===== src/rtl/regwrite_sequencer.sv =====
// Write-back sequencer: queues register-file writes in a small FIFO.
// Drains one entry per cycle into the register file port and flags hazards.
module regwrite_sequencer #(
    parameter int DEPTH = 4
) (
    input  logic                     clk,
    input  logic                     rst,
    input  logic                     in_valid,
    output logic                     in_ready,
    input  logic [3:0]               in_rd,
    input  logic [15:0]              in_data,
    input  logic                     in_wr_r15,
    input  logic [15:0]              in_r15_data,
    input  logic                     rf_hold,
    input  logic                     flush,
    output logic [3:0]               rf_write_reg,
    output logic [15:0]              rf_write_data,
    output logic [15:0]              rf_write_r15,
    output logic [1:0]               rf_reg_write,
    input  logic [3:0]               chk_reg1,
    input  logic [3:0]               chk_reg2,
    output logic                     hazard,
    output logic [$clog2(DEPTH):0]   count
);

    localparam int AW = $clog2(DEPTH);
    localparam int CW = AW + 1;

    localparam logic [1:0] RW_IDLE   = 2'b00;
    localparam logic [1:0] RW_SINGLE = 2'b01;
    localparam logic [1:0] RW_DUAL   = 2'b10;

    logic [3:0]    rd_q       [DEPTH];
    logic [15:0]   data_q     [DEPTH];
    logic          wr_r15_q   [DEPTH];
    logic [15:0]   r15_data_q [DEPTH];

    logic [AW-1:0] wr_ptr_q, wr_ptr_d;
    logic [AW-1:0] rd_ptr_q, rd_ptr_d;
    logic [CW-1:0] count_q,  count_d;

    logic          full;
    logic          push;
    logic          pop;
    logic          chk_r15;
    logic [DEPTH-1:0] slot_vld;
    logic [DEPTH-1:0] slot_hit;

    assign full     = (count_q == CW'(DEPTH));
    assign in_ready = !full && !flush;
    assign push     = in_valid && in_ready;
    assign pop      = (count_q != '0) && !rf_hold && !flush;
    assign count    = count_q;
    assign chk_r15  = (chk_reg1 == 4'd15) || (chk_reg2 == 4'd15);

    // A slot is occupied when its distance from the read pointer is below count.
    for (genvar g = 0; g < DEPTH; g++) begin : g_slot
        logic [AW-1:0] off;
        assign off         = AW'(g) - rd_ptr_q;
        assign slot_vld[g] = ({1'b0, off} < count_q);
        assign slot_hit[g] = slot_vld[g] &&
                             ((rd_q[g] == chk_reg1) ||
                              (rd_q[g] == chk_reg2) ||
                              (wr_r15_q[g] && chk_r15));
    end

    assign hazard = |slot_hit;

    // Next-state for pointers and occupancy; flush clears everything.
    always_comb begin
        wr_ptr_d = wr_ptr_q;
        rd_ptr_d = rd_ptr_q;
        count_d  = count_q;
        if (flush) begin
            wr_ptr_d = '0;
            rd_ptr_d = '0;
            count_d  = '0;
        end else begin
            if (push) begin
                wr_ptr_d = wr_ptr_q + AW'(1);
            end
            if (pop) begin
                rd_ptr_d = rd_ptr_q + AW'(1);
            end
            unique case ({push, pop})
                2'b10:   count_d = count_q + CW'(1);
                2'b01:   count_d = count_q - CW'(1);
                default: count_d = count_q;
            endcase
        end
    end

    // Pointer, count and entry storage; reset wipes all entries.
    always_ff @(posedge clk or posedge rst) begin
        if (rst) begin
            wr_ptr_q <= '0;
            rd_ptr_q <= '0;
            count_q  <= '0;
            for (int i = 0; i < DEPTH; i++) begin
                rd_q[i]       <= '0;
                data_q[i]     <= '0;
                wr_r15_q[i]   <= 1'b0;
                r15_data_q[i] <= '0;
            end
        end else begin
            wr_ptr_q <= wr_ptr_d;
            rd_ptr_q <= rd_ptr_d;
            count_q  <= count_d;
            if (push) begin
                rd_q[wr_ptr_q]       <= in_rd;
                data_q[wr_ptr_q]     <= in_data;
                wr_r15_q[wr_ptr_q]   <= in_wr_r15;
                r15_data_q[wr_ptr_q] <= in_r15_data;
            end
        end
    end

    // Present the head entry to the register file only when it drains.
    always_comb begin
        rf_write_reg  = '0;
        rf_write_data = '0;
        rf_write_r15  = '0;
        rf_reg_write  = RW_IDLE;
        if (pop) begin
            rf_write_reg  = rd_q[rd_ptr_q];
            rf_write_data = data_q[rd_ptr_q];
            if (wr_r15_q[rd_ptr_q]) begin
                rf_reg_write = RW_DUAL;
                rf_write_r15 = r15_data_q[rd_ptr_q];
            end else begin
                rf_reg_write = RW_SINGLE;
            end
        end
    end

endmodule


===== config.mk =====
export PLATFORM = sky130hd
export DESIGN_NAME = regwrite_sequencer
export DESIGN_NICKNAME = d
export VERILOG_FILES = /design/src/rtl/regwrite_sequencer.sv
export SDC_FILE = /design/constraint.sdc
export NUM_CORES = 1
export LEC_CHECK = 0
export ABC_AREA = 1
export ABC_CLOCK_PERIOD_IN_PS = 4800
export CAP_MARGIN = 20
export CORE_ASPECT_RATIO = 0.8
export CORE_MARGIN = 2
export CORE_UTILIZATION = 35
export DETAILED_ROUTE_END_ITERATION = 6
export HOLD_SLACK_MARGIN = 0.03
export SLEW_MARGIN = 20
export SYNTH_ARGS = -nofsm -noshare
export SYNTH_HDL_FRONTEND = slang
export SYNTH_SLANG_ARGS = --single-unit

===== constraint.sdc =====
create_clock -name clk -period 4.8 [get_ports clk]
set_input_delay 0.96 -clock clk [delete_from_list [all_inputs] [get_ports clk]]
set_output_delay 0.96 -clock clk [all_outputs]
set_load 0.02 [all_outputs]

==> results of run 1 <==
## synth_stat cells, drive strengths merged (3+ instances only)
library cell	n	area, µm²
a22oi	17	133
o21ai	155	776
a221oi	20	175
xor2	3	26.3
buf	47	380
dfrtp	155	3880
clkbuf	8	30.0
ha	8	100
nand3	57	295
nor2	39	169
o22ai	5	31.3
a21oi	15	75.1
a31oi	17	106
nand2	302	1160
inv	82	310
## cells by family (layout without fill, tap and decap cells)
kind of cell / Yosys count / after routing / share of synthesized area
AND/OR/NAND/NOR: 402 / 402 / 0.214
AO/OA/AOI/OAI: 230 / 230 / 0.169
flip-flops: 155 / 155 / 0.503
buffers and inverters: 137 / 219 / 0.0935
adder cells (fa/ha/maj): 9 / 9 / 0.0156
XOR/XNOR: 4 / 4 / 0.00455
## tightest hold or removal path, stage by stage, from the launching register on
cell and delay (ps):
dfrtp_1 340, nand2_1 50, o21ai_0 50
## layout make-up
cell class                 count  area, µm²  area share
sequential                   155       3880       0.419
multi-input combinational    645       3110       0.336
timing repair buffer         106       1030       0.111
clock buffer                  19        453      0.0489
tap                          275        344      0.0372
inverter                      82        314      0.0339
clock inverter                12        124      0.0134
## power by group through the flow
stage | clock [µW] | sequential [µW] | combinational [µW]
2_1_floorplan | 0 | 2240 | 1360
6_report | 1320 | 2340 | 1820
5_1_grt | 1410 | 2420 | 2090
3_5_place_dp | 0 | 2350 | 1820
3_3_place_gp | 0 | 2330 | 1790
4_1_cts | 1350 | 2330 | 1830
## final timing paths
kind | startpoint | endpoint | cells past startpoint
worst max-delay path | rd_ptr_q[0] | rf_write_data[9] | 6
worst min-delay path | data_q[36] | data_q[36] | 2
worst max register to register | count[1] | data_q[52] | 7
worst min register to register | data_q[36] | data_q[36] | 2
max in group asynchronous | rst | data_q[13] | 3
min in group asynchronous | rst | wr_ptr_q[1] | 2
## state kept, by name, indices dropped and copies added, names as in the netlist
| signal | count |
|---|---|
| rd_q | 16 |
| data_q | 64 |
| r15_data_q | 64 |
| rd_ptr_q | 2 |
| wr_ptr_q | 2 |
| count | 3 |
| wr_r15_q | 4 |
## cells in the final DEF, fill, tap and decap left out, drive strengths merged, types with 6 or more instances in the layout
cell	count
a21oi	15
dfrtp	155
nand2	302
inv	81
clkdlybuf4s50	92
o21ai	155
a31oi	17
a22oi	17
nand3	57
buf	14
clkbuf	19
clkinv	6
ha	8
nor2	39
a221oi	20
## layer usage
metal  share of wire  wire length (µm)
met4          0.0064               131
met1            0.50             10300
met2            0.44              8980
met5               0                 0
met3           0.055              1140
## stage by stage
stage | total power [µW] | hold slack (ps) | area (µm²)
after floorplan | 3600 | 453 | 7710
after CTS | 5520 | 489 | 9250
final | 5480 | 482 | 9260
after global placement | 4130 | 466 | 8670
after global routing | 5920 | 506 | 9260
after detailed placement | 4170 | 473 | 8670
==> flow_metrics.tcl, run 1 <==
set metrics [dict create \
    postSynthCellCount 937 \
    worstPathRequired_ps 3840 \
    die_y_um 137 \
    path_delay_family "buffers and inverters" \
    gp_congestion 0.919 \
    io_buffers 92 \
    cpPeakStageDelay_ps 660 \
    arrival_ps 3120 \
    max-clock-path-buffers 2 \
    cts_setup_buffers 0 \
    setup_violations 0 \
    synth_edf_count 0 \
    nNetsFinal 1066 \
    syn_nets 996 \
    end_kind "primary output" \
    grt_pass1_vias 6062 \
    grt_max_degree 60 \
    ys.flop_type "dfrtp_1" \
    drt_wl_total_um 20500 \
    overflow 0 \
    power_frac_comb 0.332 \
    p_int_uw 3440 \
    worst_setup_path_start_kind "register" \
    p_sw_uw 2040 \
    core_um2 21600 \
    ys_async_sr_fraction 1.00 \
    clkPwrFrac 0.241 \
    nFillCells 2181 \
    finalHoldViolCount 0 \
    clockRootBuffer "clkbuf_16" \
    clk_pin_slew_ps 60 \
    cts_tree "built" \
    rsz0062_at_grt "false" \
    max_slew_margin 0.387 \
    start_util 0.357 \
    min_period_ps 4080 \
    cts_resized 0 \
    area_growth_syn_to_layout_pct 20.1 \
    grt-busiest-layer "met1" \
    die_area_um2 23200 \
    layout-drive-gt1-share 0.0687 \
    postRouteAntennaNets 0 \
    vias 6556 \
    synth_warnings 0 \
    cp_common_cell "buf_4" \
    path_class "register to primary output" \
    detail_route.wl_per_cell_um 15.8 \
    final_cell_count_no_fill 1294 \
    regToRegSetupSlack_ps 2450 \
    n_antenna_cell 0 \
    yosysSeqAreaShare 0.503 \
    tns_ps 0 \
    p_leak_uw 0.00433 \
    cts-buffers-inserted 17 \
    grtUsageTotal 0.184 \
    tightestPinTransition_ps 917 \
    cp_slowest_cell "clkdlybuf4s50_1" \
    status "complete, no violations" \
    syn_area_per_cell_um2 8.23 \
    viasPerCell 5.07 \
    crit_fanout 37 \
    clock-sinks 155 \
    cts-hold-fix-buffers 0 \
    grt_util_met2 0.276 \
    grt_util_met3 0.0361 \
    seqPwrFrac 0.427 \
    finalCritPeriodShare 0.849 \
    grt_pass1_wl_um 33200 \
    h-tree-depth 4 \
    die_x_um 170 \
    pre_cts_ws_ps 875 \
    grt_use_met1 0.277 \
    antenna_found_initial 0 \
    io_pins 93 \
    max_freq_ghz 0.245 \
    rows 48 \
    maxCapViolations 0 \
    synth-seq-cells 155 \
    hold_path.class "register to register" \
    placed_cells 1263 \
    drt_iter0_drc 518 \
    peakVddDrop_v 0.000269 \
    drc 0 \
    power_per_cell_area_nw_per_um2 592 \
    drv_slew 0 \
    clk_latency_ps 430 \
    critPathBufInv 3 \
    worstPathCellList "buf_4, nor2_4, buf_4, a22oi_1, a31oi_1, clkdlybuf4s50_1" \
    synthDistinctLibCells 30 \
    skew_ps 14.4 \
    drt_pass1_iterations 7 \
    netlist_area_um2 7710 \
    swShare 0.372 \
    final_core_util 0.428 \
    dp_hpwl_um 13000 \
    fin_ws_ps 723 \
]
(Power assumes the default switching activity.)
==> run 2, diff against run 1 <==
--- a/config.mk
+++ b/config.mk
@@ -6,7 +6,7 @@
 export NUM_CORES = 1
 export LEC_CHECK = 0
 export ABC_AREA = 1
-export ABC_CLOCK_PERIOD_IN_PS = 4800
+export ABC_CLOCK_PERIOD_IN_PS = 4100
 export CAP_MARGIN = 20
 export CORE_ASPECT_RATIO = 0.8
 export CORE_MARGIN = 2
==> constraint.sdc (replaced) <==
create_clock -name clk -period 4.1 [get_ports clk]
set_input_delay 0.82 -clock clk [delete_from_list [all_inputs] [get_ports clk]]
set_output_delay 0.82 -clock clk [all_outputs]
set_load 0.02 [all_outputs]
==> flow_metrics.tcl, run 2 (same netlist as run 1, synthesis figures left out) <==
set metrics [dict create \
    status "complete, no violations" \
    die_y_um 137 \
    worst_setup_path_start_kind "register" \
    n_antenna_cell 0 \
    mostFrequentLayoutCell "nand2_1" \
    area_growth_syn_to_layout_pct 20.4 \
    vias 6486 \
    worstPathRequired_ps 3280 \
    drc 0 \
    dp_hpwl_um 13000 \
    cp_common_cell "nand2_1" \
    rsz0062_at_grt "false" \
    finalCritPeriodShare 0.934 \
    core_um2 21600 \
    drt_wl_total_um 20400 \
    start_util 0.357 \
    cts_setup_buffers 0 \
    grt_max_degree 94 \
    maxCapViolations 0 \
    skew_ps 7.64 \
    cts_tree "built" \
    finalHoldViolCount 0 \
    setup_violations 0 \
    cts-hold-fix-buffers 0 \
    viasPerCell 5.02 \
    h-tree-depth 4 \
    die_area_um2 23200 \
    p_leak_uw 0.00433 \
    final_cell_mix "nand2_1 (293), dfrtp_1 (153), o21ai_0 (146), clkdlybuf4s50_1 (92), inv_1 (76)" \
    arrival_ps 3010 \
    hold_path.class "register to register" \
    cp_slowest_cell "dfrtp_2" \
    worstPathCellList "nor2_4, inv_1, nand2_1, inv_1, ha_1, a21oi_1, or2_2, nand2_1, nand2_1, inv_1, nand2_1, clkdlybuf4s50_1" \
    overflow 0 \
    tns_ps 0 \
    clk_pin_slew_ps 70 \
    nNetsFinal 1064 \
    die_x_um 170 \
    drv_slew 0 \
    grt_pass1_vias 6257 \
    drt_pass1_iterations 5 \
    multiInputGateArea_um2 3110 \
    end_kind "primary output" \
    tightestPinTransition_ps 748 \
    regToRegSetupSlack_ps 1960 \
    rows 48 \
    pre_cts_ws_ps 399 \
    gp_congestion 0.880 \
    layout-drive-gt1-share 0.0678 \
    antenna_found_initial 0 \
    clockRootBuffer "clkbuf_16" \
    nFillCells 2170 \
    cts-buffers-inserted 17 \
    regArea_um2 3880 \
    io_pins 93 \
    fin_ws_ps 271 \
    min_period_ps 3830 \
    drt_iter0_drc 588 \
    power_per_cell_area_nw_per_um2 692 \
    cts_resized 0 \
    clk_latency_ps 420 \
    max-clock-path-buffers 2 \
    top_regs "data_q: 64 flops, r15_data_q: 64 flops, rd_q: 16 flops" \
    grt_pass1_wl_um 33500 \
    final_core_util 0.429 \
    grtUsageTotal 0.185 \
    max_freq_ghz 0.261 \
    path_class "register to primary output" \
    critPathBufInv 4 \
    cpPeakStageDelay_ps 610 \
    postRouteAntennaNets 0 \
    peakVddDrop_v 0.000302 \
    max_slew_margin 0.500 \
    crit_fanout 24 \
    detail_route.wl_per_cell_um 15.8 \
    io_buffers 92 \
    path_delay_family "simple AND/OR/NAND/NOR gates" \
    clock-sinks 155 \
]
-- run 2: through the flow --
stage          power, µW  instances  hold slack, ps  cell area, µm²
4_1_cts             6480       1293             489            9280
6_report            6430       1293             484            9280
3_5_place_dp        4890       1261             472            8700
5_1_grt             6920       1293             498            9280
2_1_floorplan       4210        937             453            7710
3_3_place_gp        4840       1261             466            8700
-- run 2: worst paths after layout --
path,to,cells past startpoint,startpoint
worst max-delay path,hazard,12,rd_ptr_q[1]
worst min-delay path,data_q[17],2,data_q[17]
worst max register to register,data_q[2],7,count[1]
worst min register to register,data_q[17],2,data_q[17]
max in group asynchronous,data_q[6],3,rst
min in group asynchronous,r15_data_q[35],2,rst
-- run 2: layout make-up --
class | instances | share of cell area
inverters | 82 | 0.0338
multi-input cells | 645 | 0.335
repair buffers | 104 | 0.113
flip-flops and latches | 155 | 0.418
clock buffers | 18 | 0.0473
well taps | 275 | 0.0371
clock inverters | 14 | 0.0156
-- run 2: worst register-to-register path, cell delays in order (launching register included) --
cell and delay (ps):
dfrtp_1 410, inv_1 240, nand3_2 110, nand3_2 110, inv_2 90, nand2_2 560
buf_4 380, o21ai_0 120
-- run 2: per-layer routing --
metal | track usage | share of wire | vias to the layer above
li1 | - | - | 3219
met1 | 0.266 | 0.49 | 3060
met2 | 0.289 | 0.44 | 184
met3 | 0.0301 | 0.054 | 23
met4 | 0.0494 | 0.012 | 0
met5 | 0 | 0 | -
-- run 2: where the power goes --
group / leakage, µW / total (µW) / internal (µW) / switching, µW
clock: 0.000278 / 1560 / 913 / 649
sequential: 0.00198 / 2740 / 2250 / 495
combinational: 0.00208 / 2120 / 870 / 1250
